`src/rtl/pong_pkg.sv`:
```
// pong_pkg: shared match-state encoding, score width and winner codes.
package pong_pkg;
  typedef enum logic [1:0] {IDLE, PLAY, PAUSE, OVER} state_t;
  localparam int SCORE_W = 2;
  localparam logic WIN_P1 = 1'b0;
  localparam logic WIN_P2 = 1'b1;
endpackage

```
`src/rtl/score_keeper_rise_detect.sv`:
```
// rise_detect: registered one-cycle pulse on each rising edge of d.
module rise_detect (
  input  logic clk,
  input  logic rst,
  input  logic d,
  output logic pulse
);
  logic prev;
  always_ff @(posedge clk) begin
    if (rst) begin
      prev  <= 1'b0;
      pulse <= 1'b0;
    end else begin
      prev  <= d;
      pulse <= d & ~prev;
    end
  end
endmodule

```
`src/rtl/score_keeper.sv`:
```
// score_keeper: match FSM, score registers and post-goal pause timer.
module score_keeper
  import pong_pkg::*;
#(
  parameter int WIN_SCORE    = 3,
  parameter int PAUSE_CYCLES = 50_000_000,
  parameter int PCNT_W       = 26
) (
  input  logic               CLK,
  input  logic               RESET,
  input  logic               START,
  input  logic               goal_p1,
  input  logic               goal_p2,
  output logic [SCORE_W-1:0] p1_score,
  output logic [SCORE_W-1:0] p2_score,
  output logic               play_en,
  output logic               serve,
  output logic               game_over,
  output logic               winner
);
  localparam logic [SCORE_W-1:0] WIN   = SCORE_W'(WIN_SCORE);
  localparam logic [PCNT_W-1:0]  PLAST = PCNT_W'(PAUSE_CYCLES - 1);

  state_t state, state_n;
  logic st_ev, g1_ev, g2_ev;
  logic [PCNT_W-1:0] cnt;
  logic [SCORE_W-1:0] p1_inc, p2_inc, p1_n, p2_n;
  logic winner_n, play_n, serve_n, over_n;

  rise_detect u_start (.clk(CLK), .rst(RESET), .d(START),   .pulse(st_ev));
  rise_detect u_g1    (.clk(CLK), .rst(RESET), .d(goal_p1), .pulse(g1_ev));
  rise_detect u_g2    (.clk(CLK), .rst(RESET), .d(goal_p2), .pulse(g2_ev));

  assign p1_inc = p1_score + SCORE_W'(1);
  assign p2_inc = p2_score + SCORE_W'(1);

  always_ff @(posedge CLK) begin
    if (RESET) begin
      state <= IDLE;
      cnt   <= '0;
    end else begin
      state <= state_n;
      cnt   <= (state == PAUSE) ? cnt + PCNT_W'(1) : '0;
    end
  end

  always_comb begin
    state_n = state;
    unique case (state)
      IDLE:  state_n = st_ev ? PLAY : IDLE;
      PLAY: begin
        if (g1_ev && g2_ev) state_n = PAUSE;
        else if (g1_ev)     state_n = (p1_inc == WIN) ? OVER : PAUSE;
        else if (g2_ev)     state_n = (p2_inc == WIN) ? OVER : PAUSE;
      end
      PAUSE: state_n = (cnt == PLAST) ? PLAY : PAUSE;
      OVER:  state_n = st_ev ? PLAY : OVER;
    endcase
  end

  always_comb begin
    p1_n     = p1_score;
    p2_n     = p2_score;
    winner_n = winner;
    if (state == PLAY && g1_ev && !g2_ev) p1_n = p1_inc;
    if (state == PLAY && g2_ev && !g1_ev) p2_n = p2_inc;
    if (state == OVER && st_ev) begin
      p1_n = '0;
      p2_n = '0;
    end
    if (state == PLAY && state_n == OVER) winner_n = g2_ev ? WIN_P2 : WIN_P1;
    play_n  = state_n == PLAY;
    serve_n = state_n == PLAY && state != PLAY;
    over_n  = state_n == OVER;
  end

  always_ff @(posedge CLK) begin
    if (RESET) begin
      p1_score  <= '0;
      p2_score  <= '0;
      winner    <= WIN_P1;
      play_en   <= 1'b0;
      serve     <= 1'b0;
      game_over <= 1'b0;
    end else begin
      p1_score  <= p1_n;
      p2_score  <= p2_n;
      winner    <= winner_n;
      play_en   <= play_n;
      serve     <= serve_n;
      game_over <= over_n;
    end
  end
endmodule

```
`config.mk`:
```
export PLATFORM = sky130hd
export DESIGN_NAME = score_keeper
export DESIGN_NICKNAME = d
export VERILOG_FILES = /design/src/rtl/pong_pkg.sv /design/src/rtl/score_keeper_rise_detect.sv /design/src/rtl/score_keeper.sv
export SDC_FILE = /design/constraint.sdc
export NUM_CORES = 1
export LEC_CHECK = 0
export ABC_AREA = 1
export BUFFER_PORTS_ARGS = -buffer_cell sky130_fd_sc_hd__buf_2
export CORE_MARGIN = 3
export CORE_UTILIZATION = 45
export CTS_CLUSTER_SIZE = 8
export DETAILED_ROUTE_END_ITERATION = 7
export GPL_TIMING_DRIVEN = 0
export PLACE_DENSITY = 0.65
export SYNTH_ARGS = -nofsm -noshare
export SYNTH_HDL_FRONTEND = slang
export SYNTH_SLANG_ARGS = --single-unit
```
`constraint.sdc`:
```
create_clock -name CLK -period 1.45 [get_ports CLK]
set_input_delay 0 -clock CLK [delete_from_list [all_inputs] [get_ports CLK]]
set_output_delay 0 -clock CLK [all_outputs]
set_load 0.005 [all_outputs]
```
-- Word-level counts from Yosys, hierarchy flattened
Cells that the tools add are included.
- flip-flop bits (word level): 42
- input bits: 5
- output and inout port bits: 8
- word-level logic and storage cells: 56
- add/sub/neg operators: 3
- equality and inequality tests: 9
- multiplexer cells: 10
- bitwise operators: 7
- reduce and logical (&&, ||, !) cells: 13
- operators by type and width (operator ; number):
    26-bit by 1-bit adder with 26-bit output, second input constant ; 1
    26-bit == test, second input constant ; 1
    2-bit == test, second input constant ; 5
    2-bit two-way mux ; 5
    1-bit logical AND ; 8
    2-bit one-hot mux with 4 select lines ; 1
    2-bit by 1-bit adder with 2-bit output, second input constant ; 2
    2-bit by 1-bit == test with 1-bit output, second input constant ; 2
    1-bit two-way mux ; 4
    1-bit inverter ; 4
    2-bit OR reduction ; 2
    1-bit bitwise AND ; 3
    1-bit logical NOT ; 2
    2-bit logical NOT ; 1
    2-bit by 1-bit != test with 1-bit output, second input constant ; 1

-- Depth between registers and ports, before layout
Gate-level depths: netlist (run 1).
- word-level depth: 9
- depth in mapped cells: 9
- depth with buffers taken out: 9

-- Cells and area by module
A second synthesis (run 1) with hierarchy kept.
- cell total of the unflattened synthesis: 288
- area, all modules: 2044.5 um2
- modules (own cells, without submodules) (module ; instances ; cells an instance ; area an instance (um2) ; seq. area each (um2)):
    score_keeper ; 1 ; 270 ; 1864.3 ; 720.7
    rise_detect ; 3 ; 6 ; 60.1 ; 40.0

-- Least setup slack after synthesis (run 1)
No wires, ideal clock.
- kind: flip-flop to flip-flop
- from: register cnt[0]
- to: register cnt[22]
- library setup time: 0.118 ns
- arrival: 1.233 ns
- path slack: 0.100 ns
- cell stages (with the launch flop): 9
- buffers on the path: 0
- period minus slack after synthesis: 1.350 ns
- cell sequence: dfxtp_1 ha_1 nand3_1 inv_1 nand2_2 nor2_4 nand3_1 nand2_1 nor2_1
- cells in the longest elaborated chain, start to end: 1
- ends and longest elaborated chain (what ; line ; text):
    start, declared ; score_keeper.sv:26 ; logic [PCNT_W-1:0] cnt;
    start signal, assigned ; score_keeper.sv:43 ; cnt <= (state == PAUSE) ? cnt + PCNT_W'(1) : '0;
    26-bit by 1-bit adder with 26-bit output ; score_keeper.sv:43 ;
Every way passes these cells.
A chain may end at the register's enable or synchronous reset.

-- Worst setup path in the final report (run 1)
- from: register cnt[0]
- to: register cnt[24]
The elaborated chain is that of the path after synthesis.

==> run summary, run 1 <==
Status -> completed
Worst EP arrival -> 1.58 ns
Final setup vio count -> 0
Clock share of power -> 45.7%
Vias in the first global route -> 1716
Most instantiated cells after synthesis -> 71 x nand2_1, 48 x nor2_1, 42 x dfxtp_1, 35 x inv_1, 22 x a21oi_1
Net Sw Power -> 0.000529 W
Reg2reg setup slack -> 0.1 ns
Top Ports -> 13
CTS buffer count -> 5
Crit-path most repeated cell -> nor2_4
Comb power frac -> 5.6%
Number of synthesized flops with an enable pin -> 0
Number of detailed-route iterations in the first pass -> 4
Yosys top cell by area -> dfxtp_1
Die ar. -> 5360 um^2
VDD IR max -> 589 uV
WL/cell -> 11.2 um
GR Overflow Total -> 0
Slew HR -> 66.9%
Worst hold slack -> 0.390 ns
Leakage power -> 0.884 nW
Pins Over Slew Limit -> 0
P_int -> 0.00192 W
Min setup slack post-route -> 0.0991 ns
Crit path max fanout -> 4
Top-count cell post-synth -> nand2_1
Antenna diode count -> 0
Post-Syn Instances -> 299
DRC Markers -> 0
Fraction of registers with async set/reset -> 0%
F_max -> 740 MHz
CP endpoint -> cnt[24]
CP max stage cell -> dfxtp_4
R2R Path End -> cnt[24]
Starting Density -> 48.7%
Nets -> 338
Root buf cell -> clkbuf_8
Hold Crit Class -> reg -> reg
Via count -> 1875
First-pass GRT wire length -> 7.36 mm
Placed cell count -> 360
Clk sinks -> 42
GRT Util Overall -> 17.6%
Seq/Total Area, Yosys -> 41.4%
Core Area -> 4170 um^2
CTS tree -> done
Final Wtd Congestion -> 0.847
Level count of the clock H-tree -> 2
Fillers -> 384
Post-synth top area share -> 41.4%
Drt first-iter violations -> 127
Max-Cap Viols -> 0
Ys flop type -> dfxtp_1
Critical Path End Type -> register
DP Wirelength -> 3.15 mm
Initial antenna violation count -> 0
Die X -> 73.2 um
Yosys synthesis warning count -> 0
Syn Area/Cell -> 6.80 um^2
Post-Syn Area -> 2030 um^2
CP max stage delay -> 0.38 ns
Rows -> 23
Skew final -> 0.00886 ns
Required @ worst endpoint -> 1.68 ns
FF-to-FF path depth -> 7
Critical path class -> reg -> reg
Clock Pin Slew Worst Setup and Hold Paths -> 0.08 ns
CTS max path bufs -> 2
Port buffer count -> 11
Synth top area cells -> dfxtp_1 41%, nand2_1 13%, nor2_1 8.9%
Power Density -> 998 nW/um^2
Final Hold Vio Count -> 0
Sw Ratio -> 21.6%
Reg power frac -> 48.7%
TNS Setup -> 0 ns
Largest net degree at the start of global routing -> 15
Netlist cell types -> 26
Minimum clock period -> 1.35 ns
Syn Nets -> 307
Crit path from -> cnt[0]
Synthesis-stage register bit count -> 42
CP Launch Type -> register
RSZ-0062 raised after global routing -> no
Tcrit/Tclk final -> 93.2%
Via density per instance -> 4.92
Non-Filler Instances -> 381
Post-Route WL -> 4.27 mm
Final antenna-violating net count -> 0
Area growth syn-to-layout -> 20.9%
Finished Core Util -> 58.9%
Pre-CTS WS -> -0.144 ns
Share of cells above drive strength 1 -> 19.0%
Critical R2R Launch -> cnt[0]
Clk_lat worst skew -> 0.30 ns
Crit-path cells -> ha_4, nand3_4, nor2_4, nand2_2, nor2_4, nand3_1, a21oi_1
Worst-margin pin slew -> 0.491 ns
Die height -> 73.2 um
## logic make-up (layout without fill, tap and decap cells)
| family | after synthesis | after routing | share of synthesized area [%] |
|---|---|---|---|
| buf+inv | 43 | 75 | 8.06 |
| compound gates | 37 | 37 | 9.60 |
| flops | 42 | 42 | 41.4 |
| fa+ha+maj | 3 | 3 | 1.85 |
| simple gates | 172 | 172 | 38.3 |
| xor+xnor | 2 | 2 | 0.862 |
## sequential cells by signal, summed over array words and instances, names as in the netlist
signal,cells
cnt,26
game_over,1
p1_score,2
p2_score,2
play_en,1
serve,1
state,2
u_g1.prev,1
u_g1.pulse,1
u_g2.prev,1
u_g2.pulse,1
u_start.prev,1
u_start.pulse,1
winner,1
## critical path, delay by kind of cell (launching register included)
family | cells | cell delay (ns)
simple gates | 5 | 0.62
compound gates | 1 | 0.14
flops | 1 | 0.38
fa+ha+maj | 1 | 0.15
## per-stage QoR
step / power (W) / cell area, um^2
2_1_floorplan: 0.00131 / 2030
3_3_place_gp: 0.00134 / 2150
3_5_place_dp: 0.00134 / 2150
4_1_cts: 0.00246 / 2380
5_1_grt: 0.00255 / 2460
6_report: 0.00245 / 2460
## cell usage in the layout (no fill, tap or decap), types with 2 or more instances in the layout
| cell | instances |
|---|---|
| inv_2 | 5 |
| ha_1 | 2 |
| dfxtp_1 | 39 |
| a21oi_1 | 21 |
| dlygate4sd3_1 | 7 |
| clkbuf_8 | 5 |
| inv_1 | 34 |
| a211oi_1 | 2 |
| buf_4 | 6 |
| nor2_1 | 46 |
| a31oi_1 | 2 |
| nor2_2 | 9 |
| nand3_1 | 16 |
| nor3_1 | 6 |
| clkinv_1 | 2 |
| buf_2 | 13 |
| nand4_1 | 5 |
| nand2_2 | 9 |
| o21ai_1 | 3 |
| nor2_4 | 5 |
| bufinv_16 | 2 |
| dfxtp_2 | 2 |
| nand3b_1 | 3 |
| nand2_1 | 69 |
| o21ai_0 | 7 |
## final cells by class
class | count | area [um^2] | share of cell area, %
clock inverter | 3 | 68.8 | 2.80
multi-input combinational | 214 | 1080 | 43.8
timing repair buffer | 24 | 170 | 6.92
buffer | 2 | 10.0 | 0.407
clock buffer | 5 | 68.8 | 2.80
inverter | 41 | 154 | 6.26
sequential | 42 | 847 | 34.5
tap | 50 | 62.6 | 2.54
## metal layers
metal	track usage [%]	vias to the layer above	wire, um
li1	-	1014	-
met1	24.8	826	2280
met4	6.15	0	63
met3	3.31	6	170
met2	26.8	29	1750
met5	0	-	0
## power groups by stage
stage | clock network, W | logic, W | registers, W
finish | 0.00112 | 0.000138 | 0.00119
global route | 0.00119 | 0.000160 | 0.00120
CTS | 0.00114 | 0.000132 | 0.00120
detailed placement | 0 | 0.000118 | 0.00122
global placement | 0 | 0.000115 | 0.00122
floorplan | 0 | 0.0000841 | 0.00122
## timing repair
action,4_1_cts,5_1_grt
hold buffers,7,0
setup endpoints to repair,12,16
pin swaps,2,3
endpoints found under the hold margin,8,0
buffers inserted,0,6
resized for setup,7,9
## worst min path at each step
stage	startpoint	end	slack, ns	depth (start not counted)
finish	u_g2.prev	u_g2.pulse	0.39	1
global route	u_g2.prev	u_g2.pulse	0.41	1
CTS	u_g2.prev	u_g2.pulse	0.39	1
detailed placement	goal_p1	u_g1.prev	0.22	3
global placement	START	u_start.prev	0.21	3
floorplan	goal_p1	u_g1.prev	0.12	2
Note: power is estimated with default switching activity, not from simulation.
==> run 2, diff against run 1 <==
--- a/config.mk
+++ b/config.mk
@@ -7,6 +7,7 @@
 export LEC_CHECK = 0
 export ABC_AREA = 1
 export BUFFER_PORTS_ARGS = -buffer_cell sky130_fd_sc_hd__buf_2
+export CORE_ASPECT_RATIO = 1.75
 export CORE_MARGIN = 3
 export CORE_UTILIZATION = 45
 export CTS_CLUSTER_SIZE = 8
==> run summary, run 2 (synthesis results as in run 1) <==
Skew final -> 0.00706 ns
Tcrit/Tclk final -> 94.9%
FF-to-FF path depth -> 8
Area growth syn-to-layout -> 20.6%
Status -> completed
CTS buffer count -> 5
Slew HR -> 62.0%
Via count -> 1944
Drt first-iter violations -> 59
Critical path class -> reg -> reg
WL/cell -> 12.2 um
DP Wirelength -> 3.50 mm
Post-Route WL -> 4.62 mm
Number of detailed-route iterations in the first pass -> 4
Initial antenna violation count -> 0
Clk sinks -> 42
Die ar. -> 5390 um^2
Power Density -> 995 nW/um^2
Cell depth of the worst hold path -> 1
CTS tree -> done
Via density per instance -> 5.16
Nets -> 335
GR Overflow Total -> 0
Final setup vio count -> 0
Worst EP arrival -> 1.61 ns
Port buffer count -> 11
VDD IR max -> 837 uV
Pins Over Slew Limit -> 0
Final Wtd Congestion -> 0.891
Core Area -> 4230 um^2
Share of cells above drive strength 1 -> 19.2%
Finished Cell Area -> 2450 um^2
First-pass GRT wire length -> 8.09 mm
Most frequent cells in the layout -> 69 x nand2_1, 45 x nor2_1, 37 x dfxtp_1, 34 x inv_1, 22 x a21oi_1
Reg with most FFs -> cnt
Required @ worst endpoint -> 1.68 ns
DRC Markers -> 0
Max reg flops -> 26
Die height -> 94.9 um
Top Ports -> 13
Commonest non-fill, non-tap cell in the layout -> nand2_1
RSZ-0062 raised after global routing -> yes
Crit path max fanout -> 8
GRT Util Overall -> 19.2%
Die X -> 56.8 um
Minimum clock period -> 1.38 ns
Max-Cap Viols -> 0
Leakage power -> 0.870 nW
Final Hold Vio Count -> 0
Antenna diode count -> 0
Placed Instance Area -> 2150 um^2
TNS Setup -> 0 ns
Worst-margin pin slew -> 0.564 ns
CP Launch Type -> register
Hold Crit Class -> reg -> reg
Final antenna-violating net count -> 0
Rows -> 31
Starting Density -> 48.1%
Vias in the first global route -> 1956
F_max -> 727 MHz
Clk_lat worst skew -> 0.29 ns
Root buf cell -> clkbuf_8
CTS max path bufs -> 2
Worst hold slack -> 0.396 ns
Clock Pin Slew Worst Setup and Hold Paths -> 0.09 ns
Critical Path End Type -> register
Largest net degree at the start of global routing -> 15
Level count of the clock H-tree -> 2
-- run 2: cell count changes in the layout (fill, tap and decap cells not counted), sizes merged --
| cell | delta |
|---|---|
| buf | -3 |
-- run 2: path summary, 6_finish.rpt --
check	start	to	slack, ns
setup / recovery	cnt[0]	cnt[14]	0.07
hold / removal	u_g2.prev	u_g2.pulse	0.40
setup reg to reg	cnt[0]	cnt[14]	0.07
hold reg to reg	u_g2.prev	u_g2.pulse	0.40
-- run 2: cell type report --
type / instances / area, um^2
buffer: 2 / 10.0
clock buffer: 5 / 68.8
clock inverter: 3 / 68.8
fill: 416 / 1780
inverter: 41 / 156
multi-input combinational: 214 / 1090
sequential: 42 / 850
tap: 49 / 61.3
timing repair buffer: 21 / 148
-- run 2: routing by layer --
layer,GRT usage [%],share of wire [%]
met2,38.5,56
met3,3.56,3.2
met1,17.1,36
met4,10.8,4.1
met5,0,0
-- run 2: worst max-delay path: stages, from the launching register on --
cell and delay (ns):
dfxtp_4 0.40, ha_4 0.16, nand3_4 0.11, inv_4 0.09
nand2_2 0.07, nor2_4 0.22, buf_4 0.15, nor2_1 0.03
a21oi_1 0.10
-- run 2: what timing repair did --
action,4_1_cts,5_1_grt
hold buffers,7,0
gates resized for setup,8,14
buffers inserted,1,2
endpoints found under the setup margin,14,16
pin swaps,3,3
hold endpoints to repair,8,0
-- run 2: power by group --
| group | internal [W] | switching (W) |
|---|---|---|
| clock network | 0.000690 | 0.000421 |
| logic | 0.0000544 | 0.0000797 |
| registers | 0.00118 | 0.0000180 |
| total | 0.00192 | 0.000519 |
-- run 2: through the flow --
stage                     instances  total power, W  setup slack [ns]  utilization [%]
final                           377         0.00244            0.0737             58.0
after global routing            377         0.00253           -0.0143             58.0
after CTS                       375         0.00247           0.00109             56.5
after detailed placement        359         0.00134            -0.166             50.8
after global placement          359         0.00134            -0.165             50.8
after floorplan                 299         0.00131            0.0996                -
==> run 3, diff against run 2 <==
--- a/config.mk
+++ b/config.mk
@@ -5,15 +5,17 @@
 export SDC_FILE = /design/constraint.sdc
 export NUM_CORES = 1
 export LEC_CHECK = 0
-export ABC_AREA = 1
 export BUFFER_PORTS_ARGS = -buffer_cell sky130_fd_sc_hd__buf_2
+export CELL_PAD_IN_SITES_DETAIL_PLACEMENT = 0
+export CELL_PAD_IN_SITES_GLOBAL_PLACEMENT = 1
 export CORE_ASPECT_RATIO = 1.75
 export CORE_MARGIN = 3
-export CORE_UTILIZATION = 45
+export CORE_UTILIZATION = 40
 export CTS_CLUSTER_SIZE = 8
 export DETAILED_ROUTE_END_ITERATION = 7
 export GPL_TIMING_DRIVEN = 0
-export PLACE_DENSITY = 0.65
+export PLACE_DENSITY = 0.74
+export SKIP_LAST_GASP = 1
 export SYNTH_ARGS = -nofsm -noshare
 export SYNTH_HDL_FRONTEND = slang
 export SYNTH_SLANG_ARGS = --single-unit
==> run summary, run 3 <==
Post-Syn Area -> 1780 um^2
Critical R2R Launch -> cnt[4]
Syn Nets -> 210
Min setup slack post-route -> -0.358 ns
Die ar. -> 5310 um^2
Number of synthesized flops with an enable pin -> 0
Worst-margin pin slew -> 0.617 ns
GR Overflow Total -> 0
Post-synth top area share -> 47.4%
Clock share of power -> 44.3%
Synthesis-stage register bit count -> 42
Reg power frac -> 51.1%
CTS max path bufs -> 2
Final Hold Vio Count -> 0
Drt first-iter violations -> 83
Violated checks -> negative setup slack
Commonest non-fill, non-tap cell in the layout -> dfxtp_1
Number of detailed-route iterations in the first pass -> 4
Leakage power -> 0.888 nW
Most instantiated cells after synthesis -> 42 x dfxtp_1, 22 x nor2_1, 14 x a21oi_1, 12 x nand3_1, 11 x xnor2_1
Via density per instance -> 5.61
Comb power frac -> 4.6%
Initial antenna violation count -> 0
Max reg flops -> 26
Core Area -> 4230 um^2
Nets -> 250
First-pass GRT wire length -> 7.26 mm
Starting Density -> 42.0%
Largest net degree at the start of global routing -> 15
Slew HR -> 58.4%
WL/cell -> 14.9 um
Rows -> 31
DP Wirelength -> 2.90 mm
Port buffer count -> 11
VDD IR max -> 862 uV
Share of cells above drive strength 1 -> 34.2%
F_max -> 553 MHz
Vias in the first global route -> 1588
Minimum clock period -> 1.81 ns
Finished Cell Area -> 2460 um^2
Hold Crit Class -> in -> reg
RSZ-0062 raised after global routing -> yes
Fillers -> 364
Top-count cell post-synth -> dfxtp_1
Die X -> 56.4 um
Net Sw Power -> 0.000484 W
Netlist cell types -> 36
Pins Over Slew Limit -> 0
Sw Ratio -> 20.8%
Area growth syn-to-layout -> 38.4%
Final setup vio count -> 17
P_int -> 0.00184 W
Status -> complete, but fails checks
DRC Markers -> 0
Hold Crit Start -> RESET
Ys flop type -> dfxtp_1
Crit path max fanout -> 10
Clock Pin Slew Worst Setup and Hold Paths -> 0.09 ns
Seq/Total Area, Yosys -> 47.4%
Clk_lat worst skew -> 0.29 ns
Syn Area/Cell -> 8.79 um^2
Post-Syn Instances -> 202
Power Density -> 944 nW/um^2
Yosys synthesis warning count -> 0
Critical Path End Type -> register
CTS tree -> done
Worst EP arrival -> 2.04 ns
Max-Cap Viols -> 0
Die height -> 94.1 um
Critical path class -> reg -> reg
Yosys top cell by area -> dfxtp_1
Antenna diode count -> 0
Reg with most FFs -> cnt
CP Launch Type -> register
Top Ports -> 13
Root buf cell -> clkbuf_8
GRT Util Overall -> 17.5%
Level count of the clock H-tree -> 2
Fraction of registers with async set/reset -> 0%
Final antenna-violating net count -> 0
Most frequent cells in the layout -> 28 x dfxtp_1, 22 x nor2_1, 14 x buf_4, 11 x xnor2_1, 11 x buf_2
CTS buffer count -> 5
Via count -> 1637
Placed Instance Area -> 1960 um^2
Required @ worst endpoint -> 1.68 ns
Skew final -> 0.00755 ns
Crit path from -> cnt[4]
TNS Setup -> -3.46 ns
Tcrit/Tclk final -> 125%
Clk sinks -> 42
Final Power -> 0.00232 W
Synth top area cells -> dfxtp_1 47%, xnor2_1 5.4%, nor2_1 4.7%
Post-Route WL -> 4.36 mm
Final Wtd Congestion -> 0.836
-- run 3: cell types whose count changed after synthesis, sizes merged, moves of 3 or more --
cell,before,now
nand2,78,10
nor2,60,22
inv,39,9
nor2b,0,10
xnor2,1,11
a21oi,22,14
or4,0,7
or3,0,6
nand3,17,12
nor4,0,5
and3,0,4
clkbuf,0,4
o31ai,0,4
nand3b,3,0
-- run 3: cells by family (layout without fill, tap and decap cells) --
kind of cell / Yosys count / after routing / share of synthesized area (%)
fa+ha+maj: 3 / 3 / 2.11
simple gates: 92 / 92 / 28.0
flops: 42 / 42 / 47.4
xor+xnor: 13 / 13 / 6.41
buf+inv: 16 / 57 / 3.59
compound gates: 36 / 36 / 12.5
-- run 3: final cells by class --
type	instances	area (um^2)	area share (%)
multi-input combinational	144	1050	42.7
sequential	42	878	35.7
clock inverter	2	38.8	1.58
inverter	9	33.8	1.37
buffer	6	45.0	1.83
timing repair buffer	34	258	10.5
clock buffer	6	93.8	3.82
tap	49	61.3	2.49
-- run 3: repair_timing --
action / in CTS / in global routing
hold buffers: 3 / 0
cloned: 1 / 0
hold endpoints to repair: 3 / 0
resized for setup: 30 / 23
setup buffers: 20 / 0
endpoints found under the setup margin: 28 / 32
pin swaps: 15 / 15
-- run 3: metrics by stage --
stage	instances	setup WS, ns	util (%)	hold WS, ns
after floorplan	202	-0.314	-	0.155
after global placement	262	-0.464	46.3	0.238
after detailed placement	262	-0.515	46.3	0.242
after CTS	293	-0.350	56.6	0.0920
after global routing	292	-0.399	58.1	0.152
final	292	-0.358	58.1	0.0980
-- run 3: final timing paths --
check,endpoint,slack (ns),cells after the start
worst max register to register,cnt[24],-0.36,6
worst max-delay path,cnt[24],-0.36,6
worst min register to register,u_start.pulse,0.38,1
worst min-delay path,state[1],0.1,2
-- run 3: worst max-delay path, cell delays in order, from the launching register on --
cell	delay, ns
dfxtp_4	0.35
nand3_2	0.11
buf_6	0.18
or4_4	0.46
buf_6	0.15
or3_4	0.36
a21oi_2	0.13
-- run 3: routing by layer --
layer | global-route usage [%] | share of wire, % | vias to the layer above
li1 | - | - | 798
met1 | 17.2 | 36 | 792
met2 | 35.1 | 58 | 32
met3 | 3.30 | 2.9 | 15
met4 | 5.94 | 3.4 | 0
met5 | 0 | 0 | -
-- run 3: power groups by stage --
stage / clock network [W] / registers [W] / logic [W]
6_report: 0.00103 / 0.00119 / 0.000106
5_1_grt: 0.00110 / 0.00119 / 0.000119
4_1_cts: 0.00106 / 0.00118 / 0.000104
3_5_place_dp: 0 / 0.00122 / 0.0000874
3_3_place_gp: 0 / 0.00122 / 0.0000833
2_1_floorplan: 0 / 0.00122 / 0.0000570
